===== config.mk =====
export PLATFORM = sky130hd
export DESIGN_NAME = uart_phy
export DESIGN_NICKNAME = d
export VERILOG_FILES = /design/src/rtl/uart_phy.sv
export SDC_FILE = /design/constraint.sdc
export NUM_CORES = 1
export LEC_CHECK = 0
export CAP_MARGIN = 5
export CORE_MARGIN = 2
export CORE_UTILIZATION = 35
export DETAILED_ROUTE_END_ITERATION = 12
export GPL_ROUTABILITY_DRIVEN = 0
export HOLD_SLACK_MARGIN = 0.12
export PLACE_DENSITY = 0.5
export SLEW_MARGIN = 20
export SYNTH_ARGS = -nofsm -noshare
export SYNTH_HDL_FRONTEND = slang
export SYNTH_SLANG_ARGS = --single-unit

===== constraint.sdc =====
create_clock -name clk -period 6.3 [get_ports clk]
set_clock_uncertainty 0.05 [all_clocks]
set_input_delay 0.945 -clock clk [delete_from_list [all_inputs] [get_ports clk]]
set_output_delay 0.945 -clock clk [all_outputs]
set_load 0.03 [all_outputs]

===== src/rtl/uart_phy.sv =====
// uart_phy: 8N1 UART serializer/deserializer with a ready/valid byte interface
// on each side. The bit period is CLK_DIV clock cycles. The receiver detects
// the start bit on a synchronized falling edge and samples each bit at its
// midpoint.
module uart_phy #(
  parameter int unsigned CLK_DIV = 868
) (
  input  logic       clk,
  input  logic       rstn,
  input  logic       tx_valid,
  input  logic [7:0] tx_data,
  output logic       tx_ready,
  output logic       rx_valid,
  output logic [7:0] rx_data,
  input  logic       rx_ready,
  output logic       uart_txd,
  input  logic       uart_rxd,
  output logic       rx_frame_err,
  output logic       rx_overrun
);

  localparam int unsigned CW = $clog2(CLK_DIV);
  localparam logic [CW-1:0] BIT_LAST  = CW'(CLK_DIV - 1);
  localparam logic [CW-1:0] HALF_LAST = CW'(CLK_DIV / 2 - 1);

  typedef enum logic [1:0] {TX_IDLE, TX_START, TX_DATA, TX_STOP} tx_state_e;
  typedef enum logic [1:0] {RX_IDLE, RX_START, RX_DATA, RX_STOP} rx_state_e;

  // ---------------------------------------------------------------- transmit
  tx_state_e       tx_state_q, tx_state_d;
  logic [CW-1:0]   tx_cnt_q, tx_cnt_d;
  logic [2:0]      tx_bit_q, tx_bit_d;
  logic [7:0]      tx_shift_q, tx_shift_d;
  logic            txd_q, txd_d;

  // Transmit state registers; the line idles high.
  always_ff @(posedge clk or negedge rstn) begin
    if (!rstn) begin
      tx_state_q <= TX_IDLE;
      tx_cnt_q   <= '0;
      tx_bit_q   <= '0;
      tx_shift_q <= '0;
      txd_q      <= 1'b1;
    end else begin
      tx_state_q <= tx_state_d;
      tx_cnt_q   <= tx_cnt_d;
      tx_bit_q   <= tx_bit_d;
      tx_shift_q <= tx_shift_d;
      txd_q      <= txd_d;
    end
  end

  // Transmit next-state: the registered line level is updated on the same
  // edge as each state/bit change, so every bit lasts exactly CLK_DIV cycles.
  always_comb begin
    tx_state_d = tx_state_q;
    tx_cnt_d   = tx_cnt_q;
    tx_bit_d   = tx_bit_q;
    tx_shift_d = tx_shift_q;
    txd_d      = txd_q;
    tx_ready   = (tx_state_q == TX_IDLE);
    case (tx_state_q)
      TX_IDLE: begin
        if (tx_valid) begin
          tx_shift_d = tx_data;
          tx_cnt_d   = '0;
          tx_bit_d   = '0;
          txd_d      = 1'b0;
          tx_state_d = TX_START;
        end
      end
      TX_START: begin
        if (tx_cnt_q == BIT_LAST) begin
          tx_cnt_d   = '0;
          tx_bit_d   = '0;
          txd_d      = tx_shift_q[0];
          tx_state_d = TX_DATA;
        end else begin
          tx_cnt_d = tx_cnt_q + 1'b1;
        end
      end
      TX_DATA: begin
        if (tx_cnt_q == BIT_LAST) begin
          tx_cnt_d = '0;
          if (tx_bit_q == 3'd7) begin
            txd_d      = 1'b1;
            tx_state_d = TX_STOP;
          end else begin
            tx_bit_d = tx_bit_q + 3'd1;
            txd_d    = tx_shift_q[tx_bit_q + 3'd1];
          end
        end else begin
          tx_cnt_d = tx_cnt_q + 1'b1;
        end
      end
      TX_STOP: begin
        if (tx_cnt_q == BIT_LAST) begin
          tx_cnt_d   = '0;
          tx_state_d = TX_IDLE;
        end else begin
          tx_cnt_d = tx_cnt_q + 1'b1;
        end
      end
      default: tx_state_d = TX_IDLE;
    endcase
  end

  assign uart_txd = txd_q;

  // ----------------------------------------------------------------- receive
  logic            sync1_q, sync2_q, prev_q;
  rx_state_e       rx_state_q, rx_state_d;
  logic [CW-1:0]   rx_cnt_q, rx_cnt_d;
  logic [2:0]      rx_bit_q, rx_bit_d;
  logic [7:0]      rx_shift_q, rx_shift_d;
  logic [7:0]      rx_data_q, rx_data_d;
  logic            rx_valid_q, rx_valid_d;
  logic            frame_err_q, frame_err_d;
  logic            overrun_q, overrun_d;
  logic            byte_done;
  logic            accept;

  // Two-flop synchronizer plus a delay flop for falling-edge detection.
  always_ff @(posedge clk or negedge rstn) begin
    if (!rstn) begin
      sync1_q <= 1'b1;
      sync2_q <= 1'b1;
      prev_q  <= 1'b1;
    end else begin
      sync1_q <= uart_rxd;
      sync2_q <= sync1_q;
      prev_q  <= sync2_q;
    end
  end

  // Receive state, holding register and status pulse registers.
  always_ff @(posedge clk or negedge rstn) begin
    if (!rstn) begin
      rx_state_q  <= RX_IDLE;
      rx_cnt_q    <= '0;
      rx_bit_q    <= '0;
      rx_shift_q  <= '0;
      rx_data_q   <= '0;
      rx_valid_q  <= 1'b0;
      frame_err_q <= 1'b0;
      overrun_q   <= 1'b0;
    end else begin
      rx_state_q  <= rx_state_d;
      rx_cnt_q    <= rx_cnt_d;
      rx_bit_q    <= rx_bit_d;
      rx_shift_q  <= rx_shift_d;
      rx_data_q   <= rx_data_d;
      rx_valid_q  <= rx_valid_d;
      frame_err_q <= frame_err_d;
      overrun_q   <= overrun_d;
    end
  end

  // Receive next-state: mid-bit sampling, then hand-off into the holding
  // register. A completion coinciding with an accept replaces the held byte.
  always_comb begin
    rx_state_d  = rx_state_q;
    rx_cnt_d    = rx_cnt_q;
    rx_bit_d    = rx_bit_q;
    rx_shift_d  = rx_shift_q;
    rx_data_d   = rx_data_q;
    rx_valid_d  = rx_valid_q;
    frame_err_d = 1'b0;
    overrun_d   = 1'b0;
    byte_done   = 1'b0;
    accept      = rx_valid_q && rx_ready;
    case (rx_state_q)
      RX_IDLE: begin
        if (prev_q && !sync2_q) begin
          rx_cnt_d   = '0;
          rx_state_d = RX_START;
        end
      end
      RX_START: begin
        if (rx_cnt_q == HALF_LAST) begin
          rx_cnt_d = '0;
          if (sync2_q) begin
            rx_state_d = RX_IDLE;
          end else begin
            rx_bit_d   = '0;
            rx_state_d = RX_DATA;
          end
        end else begin
          rx_cnt_d = rx_cnt_q + 1'b1;
        end
      end
      RX_DATA: begin
        if (rx_cnt_q == BIT_LAST) begin
          rx_cnt_d   = '0;
          rx_shift_d = {sync2_q, rx_shift_q[7:1]};
          if (rx_bit_q == 3'd7) begin
            rx_state_d = RX_STOP;
          end else begin
            rx_bit_d = rx_bit_q + 3'd1;
          end
        end else begin
          rx_cnt_d = rx_cnt_q + 1'b1;
        end
      end
      RX_STOP: begin
        if (rx_cnt_q == BIT_LAST) begin
          rx_cnt_d   = '0;
          rx_state_d = RX_IDLE;
          if (sync2_q) begin
            byte_done = 1'b1;
          end else begin
            frame_err_d = 1'b1;
          end
        end else begin
          rx_cnt_d = rx_cnt_q + 1'b1;
        end
      end
      default: rx_state_d = RX_IDLE;
    endcase

    if (byte_done) begin
      if (!rx_valid_q || accept) begin
        rx_data_d  = rx_shift_q;
        rx_valid_d = 1'b1;
      end else begin
        overrun_d = 1'b1;
      end
    end else if (accept) begin
      rx_valid_d = 1'b0;
    end
  end

  assign rx_valid     = rx_valid_q;
  assign rx_data      = rx_data_q;
  assign rx_frame_err = frame_err_q;
  assign rx_overrun   = overrun_q;

endmodule


==> impl_metrics.py <==
metrics = {
    "status": {
        "status": "finished clean",
    },
    "logic_synthesis": {
        "synth_area_um2": 3070,
        "synth_cells": 272,
        "ys_warn_count": 0,
        "synth_nets": 296,
        "synth-edff-count": 0,
        "async_flop_share": 1.00,
        "ys_seq_area_frac": 0.498,
        "synthFlopType": "dfrtp_1",
        "synth.avg_cell_area_um2": 11.3,
        "synth-seq-cells": 61,
        "synth_cell_types": 52,
    },
    "setup_path": {
        "critPathKind": "register to primary output",
        "cp.arrival_ns": 1.98,
        "critPathCaptureType": "primary output",
        "crit_fanout": 9,
        "critPathLaunchType": "register",
        "cp.required_ns": 5.30,
    },
    "timing": {
        "rsz0062_at_grt": "false",
        "timing.final.crit_share": 0.472,
        "hold_viol": 0,
        "setup_viol": 0,
        "timing.setup.tns_ns": 0,
        "maxSlewHeadroom": 0.433,
        "worst_slew_pin_slew_ns": 0.850,
        "holdWs_ns": 0.309,
        "clock.fmax_mhz": 336,
        "post-route-min-period_ns": 2.97,
        "slew_viol_final": 0,
    },
    "clocking": {
        "root_buffer": "clkbuf_8",
        "cts_hold_buf": 0,
        "path_clk_slew_ns": 0.07,
        "clock_latency_ns": 0.34,
        "post_cts_buffers": 0,
        "clock-sinks": 61,
        "cts_buffer_depth": 2,
        "numCtsBuffers": 9,
        "h-tree-depth": 3,
        "post_cts_resized": 0,
        "cts_tree": "built",
    },
    "die": {
        "io_pins": 26,
        "core_area_um2": 8640,
        "start_util": 0.356,
        "die_area_um2": 9550,
        "fp.dieW_um": 97.7,
        "die_y_um": 97.7,
        "num_rows": 34,
    },
    "route": {
        "final_antenna_net_count": 0,
        "first_pass_iters": 5,
        "drc": 0,
        "drt-total-wl_um": 5920,
        "wl_per_cell_um": 14.4,
        "vias": 2188,
        "drt-vias-per-instance": 5.34,
        "drtIter0Drc": 48,
    },
    "global_route": {
        "grt_overflow": 0,
        "grt_pass1_vias": 2195,
        "antenna_found_initial": 0,
        "grt_max_degree": 62,
        "grt.total_usage": 0.135,
        "grt_pass1_wl_um": 10400,
    },
    "power_and_ir_drop": {
        "pwr_density_cell_nw_per_um2": 247,
        "leakage_uw": 0.00160,
        "finalPower_uw": 896,
        "vdd.ir_drop.worst_v": 0.000119,
    },
    "placement": {
        "place_area_um2": 3400,
        "dp_hpwl_um": 4020,
        "portBuffers": 25,
    },
    "finish": {
        "diodes": 0,
        "final_core_util": 0.421,
        "final_cell_area_um2": 3630,
        "drive_gt1_frac": 0.212,
        "syn_to_final_growth_pct": 18.3,
        "final_common_cell": "dfrtp_1",
        "mostFrequentLayoutCells": "dfrtp_1, nand2_1, clkdlybuf4s50_1",
        "fin_nets": 321,
    },
    "hold_path": {
        "min_path_type": "register to register",
    },
    "job": {
        "drv_cap": 0,
    },
}
[flip-flops by register name, summed over array words and instances (netlist names), 2 cells and up, named ones only]
register,flops
tx_shift_q,8
tx_state_q,2
rx_cnt_q,10
tx_bit_q,3
tx_cnt_q,10
rx_bit_q,3
rx_data,8
rx_shift_q,8
[where the power goes]
part	total (µW)	internal (µW)	switching (µW)	leakage [µW]
registers	425	406	19.4	0.000788
clock network	387	233	155	0.000112
logic	83.7	32.4	51.3	0.000702
total	896	671	225	0.00160
[area by class of cell]
class                      count  area [µm²]
clock buffer                  10         138
clock inverter                 6        86.3
fill                         816        5000
inverter                       8        30.0
multi-input combinational    190        1450
sequential                    61        1530
tap                          108         135
timing repair buffer          27         260
[cell usage after synthesis (all sizes together), types with 2 or more instances]
cell type,count,share of area
dfrtp,57,0.46
mux2,30,0.12
nand2,24,0.029
o21ai,20,0.033
ha,11,0.045
nor2,11,0.014
clkbuf,10,0.012
nand3,10,0.016
inv,8,0.0098
and3,6,0.012
o211ai,6,0.015
nand2b,5,0.010
nor3,5,0.0081
or3,5,0.011
a21oi,4,0.0065
a31oi,4,0.0081
a41oi,4,0.011
dfstp,4,0.034
nand4,4,0.0081
buf,3,0.0090
a211o,2,0.0057
a221oi,2,0.0057
a22o,2,0.0057
a311oi,2,0.0057
and2,2,0.0041
and3b,2,0.0057
mux4,2,0.015
nor4,2,0.0041
o311ai,2,0.0057
o31ai,2,0.0049
o32ai,2,0.0057
or2,2,0.0041
or3b,2,0.0073
or4,2,0.0061
[per-layer routing]
layer / GRT usage / wire length, µm
met5: 0 / 0
met4: 0.0566 / 104
met3: 0.0410 / 195
met2: 0.215 / 2780
met1: 0.172 / 2850
[final timing paths]
path	from	end	slack (ns)	cells after the start
max	tx_state_q[0]$_DFFE_PN0P_	tx_ready	3.33	3
min	sync1_q$_DFF_PN1_	sync2_q$_DFF_PN1_	0.31	0
max reg2reg	rx_cnt_q[3]$_DFFE_PN0P_	rx_state_q[0]$_DFFE_PN0P_	3.57	4
min reg2reg	sync1_q$_DFF_PN1_	sync2_q$_DFF_PN1_	0.31	0
max in group asynchronous	rstn	rx_frame_err$_DFF_PN0_	4.97	2
min in group asynchronous	rstn	tx_cnt_q[8]$_DFFE_PN0P_	0.69	2
[critical path, cell delays in order, from the launching register on]
cell	delay (ns)
dfrtp_1	0.40
inv_1	0.11
ha_1	0.39
clkdlybuf4s50_1	0.74
[cell families (layout without fill, tap and decap cells)]
group | after synthesis | count (layout) | synth area share
compound gates | 60 | 60 | 0.137
xor+xnor | 1 | 1 | 0.00285
fa+ha+maj | 11 | 11 | 0.0448
buf+inv | 21 | 51 | 0.0309
flops | 61 | 61 | 0.498
mux | 33 | 33 | 0.138
simple gates | 85 | 85 | 0.149
[metrics by stage]
stage	cells	setup WS, ns
2_1_floorplan	272	3.88
3_3_place_gp	394	3.44
6_report	410	3.33
3_5_place_dp	394	3.42
5_1_grt	410	3.23
4_1_cts	410	3.32
(Power assumes the default switching activity.)
